### src/rtl/keypad_saw_voice_if.sv
// Keypad-voice bundle: keypad code in, decoded key, phase address and sawtooth sample out.
interface keypad_saw_voice_if #(
    parameter int unsigned ADDR_WIDTH = 9,
    parameter int unsigned WIDTH      = 24
);
    logic [7:0]            kpyd_i;
    logic [3:0]            hex_o;
    logic                  key_pressed_o;
    logic [ADDR_WIDTH-1:0] addr_o;
    logic [WIDTH-1:0]      saw_o;
    logic                  valid_o;

    modport master (
        output kpyd_i,
        input  hex_o, key_pressed_o, addr_o, saw_o, valid_o
    );

    modport slave (
        input  kpyd_i,
        output hex_o, key_pressed_o, addr_o, saw_o, valid_o
    );
endinterface

### src/rtl/keypad_saw_voice.sv
// Single-voice keypad synth: 4x4 keypad decode, note phase accumulator, signed sawtooth output.
module keypad_saw_voice #(
    parameter int unsigned ACC_WIDTH  = 32,
    parameter int unsigned ADDR_WIDTH = 9,
    parameter int unsigned WIDTH      = 24,
    parameter int unsigned FS_HZ      = 48000
) (
    input logic               clk_i,
    input logic               reset_i,
    keypad_saw_voice_if.slave bus
);
    // Nibble (row*4 + col) holds the key: row0 "123A", row1 "456B", row2 "789C", row3 "E0FD".
    localparam logic [63:0] KEY_MAP = 64'hDF0E_C987_B654_A321;

    function automatic int unsigned note_hz(input int unsigned idx);
        case (idx)
            0:       return 261;
            1:       return 294;
            2:       return 330;
            3:       return 349;
            4:       return 392;
            5:       return 440;
            6:       return 494;
            7:       return 523;
            8:       return 587;
            9:       return 659;
            10:      return 698;
            11:      return 784;
            12:      return 880;
            13:      return 988;
            14:      return 1046;
            default: return 1174;
        endcase
    endfunction

    logic [ACC_WIDTH-1:0] inc_table [16];

    for (genvar k = 0; k < 16; k++) begin : g_inc
        localparam logic [63:0] NOTE_PROD = 64'(note_hz(k)) << ACC_WIDTH;
        assign inc_table[k] = ACC_WIDTH'(NOTE_PROD / 64'(FS_HZ));
    end

    logic [3:0]            row, col;
    logic [1:0]            row_idx, col_idx;
    logic                  legal;
    logic [3:0]            hex_q, hex_d;
    logic                  key_q;
    logic                  valid_q;
    logic [ACC_WIDTH-1:0]  acc_q, acc_d;
    logic [ADDR_WIDTH-1:0] addr;
    logic [WIDTH-1:0]      saw_q, saw_d;

    assign row = bus.kpyd_i[7:4];
    assign col = bus.kpyd_i[3:0];

    always_comb begin
        row_idx = '0;
        col_idx = '0;
        for (int i = 0; i < 4; i++) begin
            if (row[i]) row_idx = 2'(i);
            if (col[i]) col_idx = 2'(i);
        end
        legal = $onehot(row) && $onehot(col);
        hex_d = legal ? KEY_MAP[{row_idx, col_idx, 2'b00} +: 4] : hex_q;
    end

    // The accumulator holds during the first post-reset edge so the first valid sample is acc=0.
    assign acc_d = valid_q ? acc_q + inc_table[hex_q] : acc_q;
    assign addr  = acc_q[ACC_WIDTH-1 -: ADDR_WIDTH];
    assign saw_d = {~addr[ADDR_WIDTH-1], addr[ADDR_WIDTH-2:0], (WIDTH-ADDR_WIDTH)'(0)};

    always_ff @(posedge clk_i or posedge reset_i) begin
        if (reset_i) begin
            hex_q   <= '0;
            key_q   <= 1'b0;
            valid_q <= 1'b0;
            acc_q   <= '0;
            saw_q   <= '0;
        end else begin
            hex_q   <= hex_d;
            key_q   <= legal;
            valid_q <= 1'b1;
            acc_q   <= acc_d;
            saw_q   <= saw_d;
        end
    end

    assign bus.hex_o         = hex_q;
    assign bus.key_pressed_o = key_q;
    assign bus.addr_o        = addr;
    assign bus.saw_o         = key_q ? saw_q : '0;
    assign bus.valid_o       = valid_q;
endmodule

### src/flat_wrapper.sv
// flat-port wrapper written by rule: the top's interface ports become plain ports
module keypad_saw_voice_flat 
#(
    parameter int unsigned ACC_WIDTH  = 32,
    parameter int unsigned ADDR_WIDTH = 9,
    parameter int unsigned WIDTH      = 24,
    parameter int unsigned FS_HZ      = 48000
)
  (clk_i, reset_i, bus_kpyd_i, bus_hex_o, bus_key_pressed_o, bus_addr_o, bus_saw_o, bus_valid_o);
  keypad_saw_voice_if #(.ADDR_WIDTH(ADDR_WIDTH), .WIDTH(WIDTH)) bus_i ();
  input logic clk_i;
  input logic reset_i;
  input wire logic [$bits(bus_i.kpyd_i)-1:0] bus_kpyd_i;
  output wire logic [$bits(bus_i.hex_o)-1:0] bus_hex_o;
  output wire logic [$bits(bus_i.key_pressed_o)-1:0] bus_key_pressed_o;
  output wire logic [$bits(bus_i.addr_o)-1:0] bus_addr_o;
  output wire logic [$bits(bus_i.saw_o)-1:0] bus_saw_o;
  output wire logic [$bits(bus_i.valid_o)-1:0] bus_valid_o;
  assign bus_i.kpyd_i = bus_kpyd_i;
  assign bus_hex_o = bus_i.hex_o;
  assign bus_key_pressed_o = bus_i.key_pressed_o;
  assign bus_addr_o = bus_i.addr_o;
  assign bus_saw_o = bus_i.saw_o;
  assign bus_valid_o = bus_i.valid_o;
  keypad_saw_voice #(.ACC_WIDTH(ACC_WIDTH), .ADDR_WIDTH(ADDR_WIDTH), .WIDTH(WIDTH), .FS_HZ(FS_HZ)) u_core (.clk_i(clk_i), .reset_i(reset_i), .bus(bus_i));
endmodule
### config.mk
export PLATFORM = sky130hd
export DESIGN_NAME = keypad_saw_voice_flat
export DESIGN_NICKNAME = d
export VERILOG_FILES = /design/src/rtl/keypad_saw_voice_if.sv /design/src/rtl/keypad_saw_voice.sv /design/src/flat_wrapper.sv
export SDC_FILE = /design/constraint.sdc
export NUM_CORES = 1
export LEC_CHECK = 0
export BUFFER_PORTS_ARGS = -buffer_cell sky130_fd_sc_hd__buf_2
export CORE_MARGIN = 5
export CORE_UTILIZATION = 40
export DETAILED_ROUTE_END_ITERATION = 16
export PLACE_DENSITY_LB_ADDON = 0.25
export SYNTH_ARGS = -nofsm -noshare
export SYNTH_HDL_FRONTEND = slang
export SYNTH_SLANG_ARGS = --single-unit
export TNS_END_PERCENT = 1
### constraint.sdc
create_clock -name clk_i -period 4.7 [get_ports clk_i]
set_clock_uncertainty 0.1 [all_clocks]
set_input_delay 0.94 -clock clk_i [delete_from_list [all_inputs] [get_ports clk_i]]
set_output_delay 0.94 -clock clk_i [all_outputs]
set_load 0.03 [all_outputs]
# Word-level counts from Yosys, hierarchy flattened
# Memory sizes are Yosys's and may differ from the RTL's.
# Cells that the tools add are included.
totals:
  out_inout_bits: 39
  rom_bits: 512
  reg_bits: 47
  in_bits: 10
  memories: 1
  wordCells: 29
memory_table:
  columns: ["memory", "depth", "word_bits", "read_ports", "rd_clocked_by_memory_dff", "wr", "line", "source"]
  rows:
  - ["(name not given)", 16, 32, 1, 0, 0, "keypad_saw_voice.sv:68", "assign acc_d = valid_q ? acc_q + inc_table[hex_q] : acc_q;"]
classes:
  n_reduce_logical: 1
  n_addsub: 7
  n_bitwise: 2
  magnitude_cmp: 1
  mux: 9
  eq_ne: 2
  shift: 1
ops:
  columns: ["op", "count"]
  rows:
  - ["2-to-1 mux 32 bit", 2]
  - ["indexed part select 64 x 7 -> 4 bit, first input constant", 1]
  - ["adder 32 bit", 1]
  - ["2-to-1 mux 24 bit", 1]
  - ["adder 1 x 1 -> 2 bit", 4]
  - ["2-to-1 mux 2 bit", 4]
  - ["adder 3 bit", 2]
  - ["equality test 3 x 1 -> 1 bit, second input constant", 2]
  - ["greater-or-equal comparator 5 bit, second input constant", 1]
  - ["NOT 4 -> 5 bit", 1]
  - ["2-to-1 mux 1 bit", 2]
  - ["logical AND 1 bit", 1]
  - ["NOT 1 bit", 1]

# Depth between registers and ports, before layout
depth:
  ltp_word: 5
  depth_mapped: 15
  mapped_depth_nobuf: 15

# Worst setup path before layout
# No wires, ideal clock.
synth_path:
  path_type: "register -> register"
  from: "register u_core.hex_q[0], in the netlist u_core.bus.hex_o[0]"
  to: "register u_core.acc_q[26]"
  synth_period_minus_slack_ps: 3730
  n_path_buf: 1
  stages_incl_launch_ff: 15
  setup_time_ps: 150
  path_slack_ps: 970
  required_ps: 4450
  arrival_time_ps: 3480
  cell_sequence: "dfrtp_1 > inv_1 > ha_1 > clkbuf_1 > nor3_1 > nand2b_1 > o21ai_0 > fa_1 > a21o_1 > a311o_2 > a31oi_1 > a21boi_0 > o21ai_0 > mux2i_1 > o311ai_0"
synth_via:
  elab_chain_cells: 5
synth_rtl:
  columns: ["item", "line", "source"]
  rows:
  - ["from (decl)", "keypad_saw_voice.sv:46", "logic [3:0] hex_q, hex_d;"]
  - ["from (signal assigned)", "keypad_saw_voice.sv:74", "hex_q <= '0;"]
  - ["from (signal assigned)", "keypad_saw_voice.sv:80", "hex_q <= hex_d;"]
  - ["NOT 4 -> 5 bit (not written as such)", "keypad_saw_voice.sv:68", null]
  - ["memory (16 x 32 bit)", null, null]
  - ["2-to-1 mux 32 bit (not written as such) (2 in series)", "keypad_saw_voice.sv:68", null]
  - ["adder 32 bit", "keypad_saw_voice.sv:68", null]
  - ["to (signal assigned)", "keypad_saw_voice.sv:77", "acc_q <= '0;"]
  - ["to (signal assigned)", "keypad_saw_voice.sv:83", "acc_q <= acc_d;"]
  - ["to (decl)", "keypad_saw_voice.sv:49", "logic [ACC_WIDTH-1:0] acc_q, acc_d;"]
# Every way passes these cells. The select of a mux whose other input is x is not followed.
# A chain may end at the register's enable or synchronous reset.

# Worst setup path after layout
layout_path:
  from: "register u_core.hex_q[0], in the netlist u_core.bus.hex_o[0]"
  to: "register u_core.acc_q[20]"
# Same word-level chain as after synthesis.

==> results.cfg <==
[sta]
fin_crit_sh = 0.827
setup-violations-final = 0
worst_slew_pin_slew_ps = 1020
setup_tns_ps = 0
drv_slew = 0
hold_viol = 0
rsz0062_at_grt = no
fin_crit_ps = 3890
fmax_ghz = 0.257
max_slew_margin = 0.318

[worst_setup_path]
path_cells = inv_1, ha_1, nor3_1, nand2b_1, o21ai_0, fa_1, a21o_1, a311o_2, a31oi_1, o21ai_1, a21oi_2, xnor2_1, mux2_2
crit_path_top_delay_cell = dfrtp_1
critical_path_arrival_ps = 3990
regToRegStartpoint = u_core.bus.hex_o[0]$_DFFE_PP0P_
endpoint_kind = flip-flop
worstPathRequired_ps = 4800
criticalPathCategory = reg2reg
r2r-end = u_core.acc_q[20]$_DFFE_PP0P_
ff2ff_setup_slack_ps = 810
worstRegToRegCells = 13
worst_setup_path_start_kind = flip-flop
path_max_fanout = 11
slowest_delay_ps = 570

[job]
drv_cap = 0

[route]
wl_microns = 10100
drt_pass1_iterations = 6
drc_errors = 0
avgViaCountPerCell = 5.38
vias = 3575
final_antenna_net_count = 0
wl_per_cell_microns = 15.1
initialDrtViolationCount = 172

[synth]
synthCells = 515
synth_ff_type = dfrtp_1
synth.distinct_cells = 61
synth_area_leader_cell = dfrtp_1
yosysSeqAreaShare = 0.270
yosys.area.top_type_share = 0.270
ys_warn_count = 0
synth_edf_count = 0
syn_area_per_cell_sq_um = 8.47
yosys-top-cells-area = dfrtp_1, ha_1, a21oi_1, mux2_2, nor2_1
synthArstFlopShare = 1.00
synth-seq-cells = 47
synth_area_sq_um = 4360

[global_routing]
first_global_vias = 3448
grt_max_degree = 48
grt_pass1_wl_microns = 17000
antenna_found_initial = 0
gr-total-overflow = 0
grt_usage = 0.159

[clock_network]
clk_pin_slew_ps = 100
postCtsHoldBufs = 0
post-cts-setup-buffers = 0
clock_latency_ps = 310
cts_buffers = 5
clock_path_buffers = 2
ctsResizeCount = 0
cts_tree = built
clockRootBuffer = clkbuf_8
cts.sinks = 47
htree_levels = 2

[layout]
final_common_cell = a21oi_1
area_growth_pct = 5.31
nets = 583
final_layout_size_suffix_gt1_frac = 0.147
mostFrequentLayoutCells = a21oi_1, nor2_1, ha_1, dfrtp_1, nand2_1
multi_input_area_sq_um = 2860
fill_cells = 1143
diodes = 0
regArea_sq_um = 1180

[die]
start_util = 0.406
boundaryPins = 49
die_y_microns = 114
die_area_sq_um = 13100
coreArea_sq_um = 10700
dieWidth_microns = 114
num_rows = 38

[placement]
place_congestion = 0.865
io_buffer_count = 33
hpwl_microns = 7840

[min_path]
whs_path_depth = 1
hold_path.class = reg2reg
hold_end = u_core.saw_q[23]$_DFF_PP0_
min_from = u_core.acc_q[31]$_DFFE_PP0P_

[outcome]
outcome = finished clean
## critical path, delay by kind of cell (launching register included)
kind                       cells  cell delay (ps)
AOI/OAI and AO/OA              6             1320
DFF                            1              570
buffers and inverters          1              200
xor gates and xnor gates       1               90
muxes                          1              260
adders and majority gates      2              830
and+or+nand+nor                2              400
## state kept, by name, summed over array words and instances, names as in the netlist
name	flops
u_core.saw_q	9
u_core.bus.hex_o	4
u_core.bus.valid_o	1
u_core.bus.key_pressed_o	1
u_core.acc_q	32
## final cells by class
type,count,area share
Timing Repair Buffer,36,0.0409
Inverter,22,0.0180
Multi-Input combinational cell,411,0.622
Clock inverter,3,0.0101
Tap cell,140,0.0381
Clock buffer,5,0.0150
Sequential cell,47,0.256
## worst max path at each step
stage	start	end	slack [ps]	cells after the start
finish	u_core.bus.hex_o[0]$_DFFE_PP0P_	u_core.acc_q[20]$_DFFE_PP0P_	810	13
global route	u_core.bus.hex_o[0]$_DFFE_PP0P_	u_core.acc_q[26]$_DFFE_PP0P_	460	13
CTS	u_core.bus.hex_o[0]$_DFFE_PP0P_	u_core.acc_q[20]$_DFFE_PP0P_	800	13
detailed placement	u_core.bus.hex_o[0]$_DFFE_PP0P_	u_core.acc_q[20]$_DFFE_PP0P_	830	13
global placement	u_core.bus.hex_o[0]$_DFFE_PP0P_	u_core.acc_q[26]$_DFFE_PP0P_	910	13
floorplan	u_core.bus.hex_o[0]$_DFFE_PP0P_	u_core.acc_q[26]$_DFFE_PP0P_	970	14
## per-stage QoR
stage / utilization / cell area (sq um) / cells / hold slack, ps / setup slack, ps
after detailed placement: 0.417 / 4480 / 656 / 328 / 831
after CTS: 0.427 / 4590 / 664 / 344 / 799
final: 0.427 / 4590 / 664 / 340 / 814
after global routing: 0.427 / 4590 / 664 / 373 / 456
after global placement: 0.417 / 4480 / 656 / 321 / 911
after floorplan: - / 4410 / 529 / 300 / 970
## cells by family (layout without fill, tap and decap cells)
family | after synthesis | count (layout) | synth area share
AOI/OAI and AO/OA | 142 | 142 | 0.208
xor gates and xnor gates | 26 | 26 | 0.0522
adders and majority gates | 50 | 50 | 0.149
buffers and inverters | 71 | 66 | 0.0875
DFF | 47 | 47 | 0.270
muxes | 29 | 29 | 0.0752
other | 2 | 16 | 0.00172
and+or+nand+nor | 148 | 148 | 0.157
## cell usage after synthesis, types with 2 or more instances
master and instances:
a31oi_1 8, dfrtp_1 47, conb_1 2, buf_4 24
nand4_1 11, nor3_1 10, nor2b_1 3, and3_1 3
nor2_1 49, or3_1 4, ha_1 47, a211oi_1 14
o21bai_1 3, o21a_1 3, clkbuf_1 18, inv_1 21
buf_1 3, o31ai_1 6, fa_1 3, mux2_2 20
a21o_1 8, xnor2_1 15, nand3_1 7, mux2i_1 8
and2_1 10, nand2_1 42, a21oi_1 54, o31a_1 2
o21ai_0 25, xor2_1 11, or2_2 3, nand2b_1 2
## routing by layer
metal | track usage | vias to the layer above | routed length (microns)
met4 | 0.0404 | 0 | 156
met2 | 0.253 | 76 | 4610
li1 | - | 1809 | -
met5 | 0 | - | 0
met1 | 0.228 | 1677 | 4860
met3 | 0.0211 | 13 | 433
Power is left out: the tool's default activity adds up to more than one toggle a clock period on the data nets, which glitch-free logic cannot reach.
